[src/rtl/reset_seq_pkg.sv]
// Shared types and constants for the reset sequencer.
package reset_seq_pkg;

    typedef enum logic [1:0] {
        WAIT_LOCK,
        RELEASE,
        RUN,
        SW_HOLD
    } seq_state_t;

    localparam int LOCK_CNT_W = 8;
    localparam logic [LOCK_CNT_W-1:0] LOCK_CNT_MAX = '1;

    function automatic int max3(input int a, input int b, input int c);
        int m;
        m = (a > b) ? a : b;
        return (m > c) ? m : c;
    endfunction

endpackage

[src/rtl/two_ff_sync.sv]
// 1-bit two-stage synchroniser with asynchronous active-high clear to 0.
module two_ff_sync (
    input  logic clk,
    input  logic rst,
    input  logic i_d,
    output logic o_q
);

    logic r_meta;
    logic r_sync;

    always_ff @(posedge clk or posedge rst) begin
        if (rst) begin
            r_meta <= 1'b0;
            r_sync <= 1'b0;
        end else begin
            r_meta <= i_d;
            r_sync <= r_meta;
        end
    end

    assign o_q = r_sync;

endmodule

[src/rtl/reset_sequencer.sv]
// Lock-qualified, ordered release of per-domain active-low reset requests.
// Build option: define RESET_SEQ_LOCK_CNT_EN to enable the saturating lock-loss counter.
module reset_sequencer
    import reset_seq_pkg::*;
#(
    parameter int NUM_DOMAINS        = 3,
    parameter int LOCK_STABLE_CYCLES = 1024,
    parameter int STAGE_DELAY        = 16,
    parameter int SW_HOLD_CYCLES     = 64
) (
    input  logic                   clk,
    input  logic                   rst,
    input  logic                   pll_locked,
    input  logic                   sw_rst_req,
    output logic [NUM_DOMAINS-1:0] rst_n_out,
    output logic                   seq_done,
    output logic                   sw_rst_ack,
    output logic [LOCK_CNT_W-1:0]  lock_loss_cnt
);

    localparam int CYC_MAX = max3(LOCK_STABLE_CYCLES, STAGE_DELAY, SW_HOLD_CYCLES);
    localparam int CYC_W   = $clog2(CYC_MAX) + 1;
    localparam int IDX_W   = $clog2(NUM_DOMAINS) + 1;

    localparam logic [CYC_W-1:0] LOCK_LAST  = CYC_W'(LOCK_STABLE_CYCLES - 1);
    localparam logic [CYC_W-1:0] STAGE_LAST = CYC_W'(STAGE_DELAY - 1);
    localparam logic [CYC_W-1:0] HOLD_LAST  = CYC_W'(SW_HOLD_CYCLES - 1);
    localparam logic [IDX_W-1:0] IDX_LAST   = IDX_W'(NUM_DOMAINS - 1);

    seq_state_t             r_state;
    seq_state_t             w_state_next;
    logic [CYC_W-1:0]       r_cyc;
    logic [CYC_W-1:0]       w_cyc_next;
    logic [IDX_W-1:0]       r_idx;
    logic [IDX_W-1:0]       w_idx_next;
    logic [NUM_DOMAINS-1:0] r_rst_n;
    logic [NUM_DOMAINS-1:0] w_rst_n_next;
    logic                   r_done;
    logic                   w_done_next;
    logic                   r_ack;
    logic                   w_ack_next;

    logic                   w_lock_s;
    logic                   w_lock_loss;
    logic [NUM_DOMAINS-1:0] w_rel_mask;

    two_ff_sync u_lock_sync (
        .clk (clk),
        .rst (rst),
        .i_d (pll_locked),
        .o_q (w_lock_s)
    );

    // Lock loss anywhere past WAIT_LOCK pre-empts every other transition.
    assign w_lock_loss = !w_lock_s && (r_state != WAIT_LOCK);

    generate
        for (genvar gi = 0; gi < NUM_DOMAINS; gi++) begin : g_rel_mask
            assign w_rel_mask[gi] = (r_idx == IDX_W'(gi));
        end
    endgenerate

    always_comb begin
        w_state_next = r_state;
        w_cyc_next   = r_cyc;
        w_idx_next   = r_idx;
        w_rst_n_next = r_rst_n;
        w_done_next  = r_done;
        w_ack_next   = 1'b0;

        if (w_lock_loss) begin
            w_state_next = WAIT_LOCK;
            w_cyc_next   = '0;
            w_idx_next   = '0;
            w_rst_n_next = '0;
            w_done_next  = 1'b0;
        end else begin
            case (r_state)
                WAIT_LOCK: begin
                    w_rst_n_next = '0;
                    w_done_next  = 1'b0;
                    if (!w_lock_s) begin
                        w_cyc_next = '0;
                    end else if (r_cyc == LOCK_LAST) begin
                        w_state_next = RELEASE;
                        w_cyc_next   = '0;
                        w_idx_next   = '0;
                    end else begin
                        w_cyc_next = r_cyc + CYC_W'(1);
                    end
                end
                RELEASE: begin
                    if (r_cyc == STAGE_LAST) begin
                        w_rst_n_next = r_rst_n | w_rel_mask;
                        w_idx_next   = r_idx + IDX_W'(1);
                        w_cyc_next   = '0;
                        if (r_idx == IDX_LAST) begin
                            w_state_next = RUN;
                            w_done_next  = 1'b1;
                        end
                    end else begin
                        w_cyc_next = r_cyc + CYC_W'(1);
                    end
                end
                RUN: begin
                    if (sw_rst_req) begin
                        w_state_next = SW_HOLD;
                        w_rst_n_next = '0;
                        w_done_next  = 1'b0;
                        w_ack_next   = 1'b1;
                        w_cyc_next   = '0;
                    end
                end
                SW_HOLD: begin
                    // Lock was already proven stable, so go straight back to releasing.
                    if (r_cyc == HOLD_LAST) begin
                        w_state_next = RELEASE;
                        w_cyc_next   = '0;
                        w_idx_next   = '0;
                    end else begin
                        w_cyc_next = r_cyc + CYC_W'(1);
                    end
                end
                default: begin
                    w_state_next = WAIT_LOCK;
                    w_cyc_next   = '0;
                    w_idx_next   = '0;
                    w_rst_n_next = '0;
                    w_done_next  = 1'b0;
                end
            endcase
        end
    end

`ifdef RESET_SEQ_LOCK_CNT_EN
    logic [LOCK_CNT_W-1:0] r_lock_cnt;
`endif

    always_ff @(posedge clk or posedge rst) begin
        if (rst) begin
            r_state <= WAIT_LOCK;
            r_cyc   <= '0;
            r_idx   <= '0;
            r_rst_n <= '0;
            r_done  <= 1'b0;
            r_ack   <= 1'b0;
`ifdef RESET_SEQ_LOCK_CNT_EN
            r_lock_cnt <= '0;
`endif
        end else begin
            r_state <= w_state_next;
            r_cyc   <= w_cyc_next;
            r_idx   <= w_idx_next;
            r_rst_n <= w_rst_n_next;
            r_done  <= w_done_next;
            r_ack   <= w_ack_next;
`ifdef RESET_SEQ_LOCK_CNT_EN
            if (w_lock_loss && (r_lock_cnt != LOCK_CNT_MAX)) begin
                r_lock_cnt <= r_lock_cnt + LOCK_CNT_W'(1);
            end
`endif
        end
    end

    assign rst_n_out  = r_rst_n;
    assign seq_done   = r_done;
    assign sw_rst_ack = r_ack;

`ifdef RESET_SEQ_LOCK_CNT_EN
    assign lock_loss_cnt = r_lock_cnt;
`else
    assign lock_loss_cnt = '0;
`endif

endmodule
[config.mk]
export PLATFORM = sky130hd
export DESIGN_NAME = reset_sequencer
export DESIGN_NICKNAME = d
export VERILOG_FILES = /design/src/rtl/reset_seq_pkg.sv /design/src/rtl/two_ff_sync.sv /design/src/rtl/reset_sequencer.sv
export SDC_FILE = /design/constraint.sdc
export NUM_CORES = 1
export LEC_CHECK = 0
export ABC_CLOCK_PERIOD_IN_PS = 2400
export BUFFER_PORTS_ARGS = -buffer_cell sky130_fd_sc_hd__buf_2
export CAP_MARGIN = 25
export CORE_MARGIN = 8
export CORE_UTILIZATION = 50
export CTS_BUF_LIST = sky130_fd_sc_hd__clkbuf_4 sky130_fd_sc_hd__clkbuf_8 sky130_fd_sc_hd__clkbuf_16
export CTS_CLUSTER_DIAMETER = 80
export DETAILED_ROUTE_END_ITERATION = 10
export PLACE_DENSITY = 0.77
export SLEW_MARGIN = 5
export SYNTH_ARGS = -nofsm -noshare
export SYNTH_HDL_FRONTEND = slang
export SYNTH_SLANG_ARGS = --single-unit
[constraint.sdc]
create_clock -name clk -period 2.4 [get_ports clk]
set_input_delay 0.72 -clock clk [delete_from_list [all_inputs] [get_ports clk]]
set_output_delay 0.72 -clock clk [all_outputs]
set_load 0.02 [all_outputs]
==> impl_summary.md <==
Global route
The wire length of the first global-routing pass is 5110 um. Global routing consumed, over all layers together, 12.0% of the routing resources. The largest net degree at the start of global routing is 24. The overall overflow remaining after global route is 0. The number of antenna violations at the first check in global routing was 0. The number of global-route vias before repair is 1212.

Clock network
Clock tree synthesis found a total of 23 sinks. In this run the post-CTS setup repair buffer count came out at 0. The number of buffers added by the clock tree synthesis step is 3.

After clock tree synthesis, the clock-pin slew on the worst setup and hold paths is 0.12 ns. The CTS tree is done. In this run the number of H-tree levels came out at 1. The post-cts hold buffer count is 0.

Gates resized during post-CTS repair numbered 0. The clock latency on the worst-skew pair is 0.30 ns. In this run the clock root is driven by a clkbuf_4. The number of buffers on the longest clock path is 2.

Worst setup path
At the worst endpoint, the required time is between 2 and 3 ns. The critical path goes through inv_1 -> ha_2 -> o21ai_0 -> nor2_1 -> nor3_1 -> nand3_1 -> a21bo_2. The kind of cell with the highest combined delay along the critical path is simple AND/OR/NAND/NOR gates.

The critical path starts at r_state[0]$_DFFE_PP0P_. The launch instance of the worst register-to-register path is r_state[0]$_DFFE_PP0P_. The library cell contributing the largest single delay on the critical path is dfrtp_1.

The worst path arrival time is about 2.4 ns. The largest stage delay on the critical path is 0.46 ns. The maximum fanout count along the critical path is 10. STA classifies the critical path endpoint as a flop. The critical path is of the flop to flop type. The launching element type of the critical path is a flop. The combined buffer and inverter count along the critical path is 1.

Detailed routing
The violation count after the first detailed-route iteration is 53. For this block, the via count after detailed routing is 1202. After detailed routing, the number of vias per cell comes to 5.89. The DRC violation count after routing is 0. Dividing the detail-routed wire length by the instance count gives 14.5 um.

The count of antenna-violating nets left after detailed routing is 0. For this block, the routed nets add up to approximately 3000 um of wire. The first detailed-routing pass ran for 4 iterations.

Floorplanning
The width of the chip is roughly 70 um. The die covers 4930 sq um. In this run the standard cell core region covers roughly 2800 sq um. The effective utilization at floorplan is between 50% and 60%.

The top-level I/O count is 17. The row count is 19. The height of the die is approximately 70 um.

Synth
The top cell type by area accounts for about two fifths of the synthesized area. During synthesis, Yosys emitted a total of 0 warnings. In the post-synthesis netlist, the biggest area contributors are dfrtp_1 39%, ha_1 7.7%, nand2_1 5.4%. The synthesized netlist contains 44 unique library cells. The post-synthesis average cell area is 8.96 sq um.

The number of cells produced by synthesis is 164. The sequential share of the synthesized area is 39.2%. The number of synthesized flops with an enable pin is 0.

The cell area after synthesis is around 1500 sq um. The fraction of synthesis flops using an asynchronous set or reset pin is 100%. The dominant cell type by area after synthesis is dfrtp_1. The dominant synthesized flop cell is dfrtp_1. Synthesis inferred 23 register bits.

Placement
Once placement completed, the tool counted placed cells totaling 200. The post-placement setup slack is 0.0424 ns. The final estimated routing congestion in global placement is 0.885. Once detailed placement completed, the half-perimeter wirelength came to 2200 um. Buffers placed on the I/O ports in this run total 8.

Timing
The setup total negative slack is 0 ns. The smallest clock period supported by the final layout is computed as 2.16 ns. On the final layout, the worst hold slack is 0.363 ns. In the finished design, the share of the clock period the worst path needs comes to 89.9%. Setup repair after global routing left no endpoint under its margin. Setup violations remaining at the end of the flow were counted as 0.

The clock arrives with about 0.0064 ns of skew. The number of hold-slack violations in the final timing report is 0. The max-slew violation count is 0. Timing would allow up to 463 MHz. Setup slack closes at 0.242 ns.

Run
The number of maximum-capacitance constraint violations is 0.

Cells and area
The total number of nets in the final design is between 150 and 200. The filler cell count in the final layout is 246. The repair_antennas step left the layout with diodes totalling 0. The post-route non-filler standard cell count is approximately 200.

The post-route netlist has 12.7% of its cells at a drive strength greater than 1. The library cell used most frequently in the layout, excluding fill and tap cells, is dfrtp_1. The library cells used most frequently in the layout, excluding fill and tap cells, are 23 x dfrtp_1, 21 x nand2_1, 12 x o21ai_0, 12 x inv_1, 11 x nor2_1. From synthesis to final layout, the design area changed by 5.54%.

Run status
The flow ran to the end, and the final reports show no timing, DRC or antenna violations.

Power
IR analysis of the VDD net gives a maximum drop of 451 uV. Summed over all cells, the static leakage comes to 0.736 nW. For this design the ratio of total power to cell area is 403 nW/um^2.

Min path
In this run the most critical hold path is launched from u_lock_sync.r_meta$_DFF_PP0_. The class of the tightest hold or removal check is flop to flop.
-- cell usage after synthesis, types with 2 or more instances --
master and n:
o311ai_1 2, nand4_1 3, dfrtp_1 23, nand3_1 7, nor2_1 11, o22ai_1 3
clkbuf_1 2, nor3_1 3, nand2_1 21, a21oi_1 7, and3_1 2, nand2b_1 2
inv_1 12, o21ai_0 12, and2_1 3, ha_1 9, buf_4 10, o21a_1 3
mux2i_1 4
-- metal layers --
metal  track usage [%]  part of all wire [%]  vias to the layer above  wire length, um
li1                  -                     -                      582                -
met1              13.9                    43                      566             1280
met2              21.4                    49                       47             1440
met3              2.68                   6.9                        7              205
met4              3.35                  0.91                        0               27
met5                 0                     0                        -                0
-- cell families (layout without fill, tap and decap cells) --
kind of cell	count (synthesis)	count (layout)	share of synthesized area, %
compound gates	42	42	21.0
fa+ha+maj	9	9	7.67
buf+inv	25	27	9.45
flops	23	23	39.2
mux	4	4	2.73
other cells	1	8	0.255
simple gates	60	60	19.8
-- worst paths after layout --
check                      cells after the start                         to  slack, ns
min in group asynchronous                      3       seq_done$_DFFE_PP0P_       0.42
max reg2reg                                    7     r_state[0]$_DFFE_PP0P_       0.24
max                                            7     r_state[0]$_DFFE_PP0P_       0.24
min reg2reg                                    0  u_lock_sync.o_q$_DFF_PP0_       0.36
min                                            0  u_lock_sync.o_q$_DFF_PP0_       0.36
max in group asynchronous                      3       r_idx[0]$_DFFE_PP0P_       1.75
-- stage by stage --
step                      util (%)  total power [W]  area [sq um]
final                         55.7         0.000625          1550
after global routing          55.7         0.000657          1550
after CTS                     55.1         0.000638          1530
after detailed placement      54.0         0.000446          1500
after global placement        54.0         0.000444          1500
after floorplan                  -         0.000446          1500
-- state kept, by name, summed over array words and instances (netlist names) --
register,flops
u_lock_sync.o_q,1
r_idx,3
u_lock_sync.r_meta,1
seq_done,1
r_state,2
sw_rst_ack,1
rst_n_out,3
r_cyc,11
-- layout make-up --
type	instances	area, sq um	share of cell area (%)
clock buffers	4	30.0	1.94
multi-input cells	123	798	51.5
flip-flops and latches	23	576	37.1
well taps	31	38.8	2.50
inverters	12	45.0	2.91
repair buffers	11	62.6	4.04
-- where the power goes --
part | internal, W | switching (W)
clock | 0.0000759 | 0.000110
combinational | 0.00000968 | 0.0000292
sequential | 0.000393 | 0.00000679
total | 0.000479 | 0.000146
Note: power is estimated with default switching activity, not from simulation.
